==> src/rtl/instruction_decode_stage.sv <==
// Decode stage of the multi-cycle RV32I core.
// Takes one fetched instruction at a time and drives its source register
// addresses to the register file. It waits out the register file read latency,
// then holds a decoded bundle for execute until the bundle is accepted.
module instruction_decode_stage #(
  parameter int READ_LATENCY = 1,
  parameter bit ZERO_X0      = 1'b1
) (
  input  logic        clk,
  input  logic        reset,
  input  logic        flush,
  input  logic        instr_valid,
  output logic        instr_ready,
  input  logic [31:0] instruction,
  input  logic [31:0] instr_pc,
  output logic [4:0]  rs1_addr,
  output logic [4:0]  rs2_addr,
  input  logic [31:0] rs1_data,
  input  logic [31:0] rs2_data,
  output logic        out_valid,
  input  logic        out_ready,
  output logic [31:0] out_pc,
  output logic [31:0] out_rs1_value,
  output logic [31:0] out_rs2_value,
  output logic [4:0]  out_rd,
  output logic [31:0] out_imm,
  output logic [6:0]  out_opcode,
  output logic [2:0]  out_funct3,
  output logic [6:0]  out_funct7,
  output logic        out_illegal
);

  typedef enum logic [1:0] {
    ST_IDLE    = 2'd0,
    ST_READ    = 2'd1,
    ST_CAPTURE = 2'd2,
    ST_VALID   = 2'd3
  } state_t;

  // The wait counter starts at READ_LATENCY-1 so READ lasts exactly READ_LATENCY cycles.
  localparam logic [1:0] WAIT_INIT = 2'(READ_LATENCY - 1);

  localparam logic [6:0] OP_LOAD     = 7'b0000011;
  localparam logic [6:0] OP_MISC_MEM = 7'b0001111;
  localparam logic [6:0] OP_IMM      = 7'b0010011;
  localparam logic [6:0] OP_AUIPC    = 7'b0010111;
  localparam logic [6:0] OP_STORE    = 7'b0100011;
  localparam logic [6:0] OP_OP       = 7'b0110011;
  localparam logic [6:0] OP_LUI      = 7'b0110111;
  localparam logic [6:0] OP_BRANCH   = 7'b1100011;
  localparam logic [6:0] OP_JALR     = 7'b1100111;
  localparam logic [6:0] OP_JAL      = 7'b1101111;
  localparam logic [6:0] OP_SYSTEM   = 7'b1110011;

  state_t      state_r;
  logic [1:0]  wait_cnt_r;
  logic [31:0] ir_r;
  logic [31:0] pc_r;

  logic [31:0] imm_s;
  logic        illegal_s;
  logic [31:0] rs1_value_s;
  logic [31:0] rs2_value_s;

  // Source addresses come straight from the instruction register. They stay stable
  // from acceptance until the next instruction is latched.
  assign rs1_addr = ir_r[19:15];
  assign rs2_addr = ir_r[24:20];

  // Immediate assembly and legality check, both keyed on the opcode of the held instruction.
  always_comb begin
    imm_s     = 32'd0;
    illegal_s = 1'b0;
    case (ir_r[6:0])
      OP_LOAD, OP_IMM, OP_JALR, OP_SYSTEM: begin
        imm_s = {{20{ir_r[31]}}, ir_r[31:20]};
      end
      OP_STORE: begin
        imm_s = {{20{ir_r[31]}}, ir_r[31:25], ir_r[11:7]};
      end
      OP_BRANCH: begin
        imm_s = {{19{ir_r[31]}}, ir_r[31], ir_r[7], ir_r[30:25], ir_r[11:8], 1'b0};
      end
      OP_LUI, OP_AUIPC: begin
        imm_s = {ir_r[31:12], 12'd0};
      end
      OP_JAL: begin
        imm_s = {{11{ir_r[31]}}, ir_r[31], ir_r[19:12], ir_r[20], ir_r[30:21], 1'b0};
      end
      OP_OP, OP_MISC_MEM: begin
        imm_s = 32'd0;
      end
      default: begin
        imm_s     = 32'd0;
        illegal_s = 1'b1;
      end
    endcase
  end

  // Operand selection. x0 reads as zero whatever the register file returns, when enabled.
  always_comb begin
    rs1_value_s = rs1_data;
    rs2_value_s = rs2_data;
    if (ZERO_X0 && (ir_r[19:15] == 5'd0)) begin
      rs1_value_s = 32'd0;
    end else begin
      rs1_value_s = rs1_data;
    end
    if (ZERO_X0 && (ir_r[24:20] == 5'd0)) begin
      rs2_value_s = 32'd0;
    end else begin
      rs2_value_s = rs2_data;
    end
  end

  // Control FSM with registered handshakes and bundle: IDLE -> READ -> CAPTURE -> VALID.
  always_ff @(posedge clk) begin
    if (reset) begin
      state_r       <= ST_IDLE;
      wait_cnt_r    <= 2'd0;
      ir_r          <= 32'd0;
      pc_r          <= 32'd0;
      instr_ready   <= 1'b1;
      out_valid     <= 1'b0;
      out_pc        <= 32'd0;
      out_rs1_value <= 32'd0;
      out_rs2_value <= 32'd0;
      out_rd        <= 5'd0;
      out_imm       <= 32'd0;
      out_opcode    <= 7'd0;
      out_funct3    <= 3'd0;
      out_funct7    <= 7'd0;
      out_illegal   <= 1'b0;
    end else if (flush) begin
      // Redirect: drop whatever is in flight and be ready again next cycle.
      state_r     <= ST_IDLE;
      instr_ready <= 1'b1;
      out_valid   <= 1'b0;
    end else begin
      case (state_r)
        ST_IDLE: begin
          if (instr_valid && instr_ready) begin
            ir_r        <= instruction;
            pc_r        <= instr_pc;
            wait_cnt_r  <= WAIT_INIT;
            instr_ready <= 1'b0;
            state_r     <= ST_READ;
          end else begin
            instr_ready <= 1'b1;
          end
        end
        ST_READ: begin
          if (wait_cnt_r == 2'd0) begin
            state_r <= ST_CAPTURE;
          end else begin
            wait_cnt_r <= wait_cnt_r - 2'd1;
          end
        end
        ST_CAPTURE: begin
          out_pc        <= pc_r;
          out_rs1_value <= rs1_value_s;
          out_rs2_value <= rs2_value_s;
          out_rd        <= ir_r[11:7];
          out_imm       <= imm_s;
          out_opcode    <= ir_r[6:0];
          out_funct3    <= ir_r[14:12];
          out_funct7    <= ir_r[31:25];
          out_illegal   <= illegal_s;
          out_valid     <= 1'b1;
          state_r       <= ST_VALID;
        end
        ST_VALID: begin
          // instr_ready rises only after the handoff edge, so no same-cycle accept.
          if (out_ready) begin
            out_valid   <= 1'b0;
            instr_ready <= 1'b1;
            state_r     <= ST_IDLE;
          end else begin
            out_valid <= 1'b1;
          end
        end
        default: begin
          state_r     <= ST_IDLE;
          instr_ready <= 1'b1;
          out_valid   <= 1'b0;
        end
      endcase
    end
  end

endmodule
==> config.mk <==
export PLATFORM = sky130hd
export DESIGN_NAME = instruction_decode_stage
export DESIGN_NICKNAME = d
export VERILOG_FILES = /design/src/rtl/instruction_decode_stage.sv
export SDC_FILE = /design/constraint.sdc
export NUM_CORES = 1
export LEC_CHECK = 0
export BUFFER_PORTS_ARGS = -buffer_cell sky130_fd_sc_hd__buf_2
export CELL_PAD_IN_SITES_DETAIL_PLACEMENT = 1
export CELL_PAD_IN_SITES_GLOBAL_PLACEMENT = 2
export CORE_ASPECT_RATIO = 0.6
export CORE_UTILIZATION = 30
export CTS_CLUSTER_SIZE = 30
export DETAILED_ROUTE_END_ITERATION = 8
export PLACE_DENSITY = 0.93
export SYNTH_ARGS = -nofsm -noshare
export SYNTH_HDL_FRONTEND = slang
export SYNTH_SLANG_ARGS = --single-unit
export TNS_END_PERCENT = 30
==> constraint.sdc <==
create_clock -name clk -period 3.9 [get_ports clk]
set_input_delay 0.585 -clock clk [delete_from_list [all_inputs] [get_ports clk]]
set_output_delay 0.585 -clock clk [all_outputs]
set_load 0.01 [all_outputs]
==> metrics <==
status=finished, final reports clean; routability cong.=between 0.8 and 0.9; Clock Skews=between 9 and 10 ps; PwrDens=459 mW/mm^2; drt pass-1 iters=4; max_cap viols=0; All-Layer GR Usage=between 10% and 20%; share of layout cells above drive strength 1=between 20% and 30%; number of global-route vias before repair=between 7000 and 8000; die area=approximately 0.028 sq mm; final setup fails=0; TritonCTS Sinks=221; total CTS buffers=23; via count=about 7700; #FFs+latches synth=about 220; post-cts gate resize count=0; # rows=between 40 and 50; Clock transition at path regs=~60 ps; Worst EP arrival=~2800 ps; commonest non-fill, non-tap cells in the layout=buf_2, nand2_1, dfxtp_1; chip height=about 130 um; number of synthesized flops with an enable pin=0; Max clock buf depth=3; initial drt markers=between 400 and 500; FMAX=roughly 420 MHz; Crit Path Max Fanout=36; synth unique cells=52; io pins=~300; Net Count, Synth=around 1100; Hold Vio Cnt, Final=0; YS warnings=0; Sw Share=a little under a quarter; Crit. End Element=flip-flop; Vias/cell=between 4 and 5; Post-Syn Area per Cell=between 8 and 9 sq um; type of the most critical hold path=in2reg; prevailing post-synth register cell=dfxtp_1; commonest non-fill, non-tap cell in the layout=buf_2; dpl hpwl=just under 20000 um; Worst Path Required=between 4000 and 5000 ps; CP Launch Type=flip-flop; NetSw=1.11 mW; Max VDD drop=just under 0.0002 V; Port Buf Inserts=approximately 300; relative slew slack=between 20 and 30%; DR DRC count=0; largest net degree at the start of global routing=between 90 and 100; Area Overhead vs Synth=29.5%; Slew @ Worst Pin=1080 ps; initial antenna violation count=4; setup TNS=0 ps; Mapped Cells=roughly 940; DR WL/cell=approximately 18 um; overall routed net length=28000 um; Die X=about 210 um; global-route wire length before repair=between 40000 and 50000 um; Async SR Flop Fraction=0%; Core ar.=roughly 0.026 sq mm; Final Net Count=1325; Mapped Area=~0.0081 sq mm; clock root cell=clkbuf_16; total gr overflow=0; H-tree depth=1; antenna viol nets, final=0; CTS tree=yes; Flop pwr share=48.5%; clock share of power=a little under half; Worst-Skew Late Latency=roughly 500 ps; Slew Limit Fails=0; Initial Util=between 30% and 40%; sequential area share after synthesis=between 50% and 60%; Setup Buffers After CTS=0; post-cts hold buffer count=0; final core occ=a little under 40%; Leak=4.52 nW; Logic pwr share=under 10%; post-route minimum period=around 2400 ps; critical path class=reg2reg; RSZ-0062 raised after global routing=false; Power Internal=approximately 3.7 mW; Final period util=between 60% and 70%
## Yosys cell counts (all sizes together), types with 5 or more instances
master | n | area [sq um]
nand2 | 246 | 923
dfxtp | 221 | 4420
a21oi | 129 | 646
nor2 | 76 | 285
a22oi | 64 | 480
clkbuf | 49 | 184
buf | 36 | 216
a22o | 13 | 114
inv | 12 | 45.0
a221o | 11 | 110
o211ai | 9 | 67.6
nor2b | 7 | 43.8
nor3 | 6 | 35.0
o21bai | 6 | 45.0
a32o | 5 | 50.1
ha | 5 | 62.6
nand2b | 5 | 31.3
## routing by layer
| layer | vias up | global-route usage, % | wire, um |
|---|---|---|---|
| li1 | 3692 | - | - |
| met1 | 3728 | 25.2 | 12900 |
| met2 | 219 | 30.8 | 12600 |
| met3 | 35 | 5.99 | 1900 |
| met4 | 6 | 3.91 | 479 |
| met5 | - | 0 | 46 |
## cells by family after synthesis
kind of cell               after synthesis  synth area share (%)
DFF                                    221                  54.6
and+or+nand+nor                        361                  18.3
buffers and inverters                   97                  5.50
xor gates and xnor gates                 1                 0.108
adders and majority gates                5                 0.772
muxes                                    3                 0.370
AOI/OAI and AO/OA                      255                  20.4
## through the flow
| stage | hold slack (ps) | cell area (sq um) | worst slack [ps] | std cells | power (mW) |
|---|---|---|---|---|---|
| after floorplan | 432 | 8110 | 2160 | 943 | 2.52 |
| after global placement | 439 | 9750 | 1540 | 1522 | 2.64 |
| after detailed placement | 445 | 9750 | 1460 | 1522 | 2.65 |
| after CTS | 281 | 10500 | 1560 | 1561 | 4.89 |
| after global routing | 290 | 10500 | 1330 | 1562 | 5.01 |
| final | 305 | 10500 | 1540 | 1562 | 4.82 |
## worst paths after layout
kind | from | to | slack [ps] | cells after the start
hold / removal | out_ready | out_valid | 300 | 2
hold reg to reg | out_pc[4] | out_pc[4] | 450 | 2
setup / recovery | state_r[0] | out_rs2_value[27] | 1540 | 7
setup reg to reg | state_r[0] | out_rs2_value[27] | 1540 | 7
## final cells by class
cell class	instances	area [sq um]
diodes	1	2.50
clock buffers	32	659
clock inverters	7	87.6
fillers	3209	16000
inverters	12	45.0
multi-input cells	625	3270
flip-flops and latches	221	4420
well taps	360	450
repair buffers	304	1560
## critical path: stages, from the launching register on
cell	delay (ps)
dfxtp_1	340
inv_1	90
ha_1	290
nand2b_4	310
a21oi_2	640
buf_4	360
a22oi_1	100
nor2_1	110
## registers in the layout, summed over array words and instances, names as in the netlist, 3 cells and up
register,count
ir_r,32
out_imm,32
out_pc,32
out_rs1_value,32
out_rs2_value,32
pc_r,32
out_funct7,7
out_opcode,7
out_rd,5
out_funct3,3
## power groups by stage
stage                     combinational, mW  clock, mW  sequential (mW)
after detailed placement              0.266          0             2.39
after global placement                0.261          0             2.38
after CTS                             0.269       2.28             2.34
final                                 0.265       2.21             2.34
after floorplan                       0.153          0             2.37
after global routing                  0.294       2.38             2.34
Power figures use the tool's default switching activity.
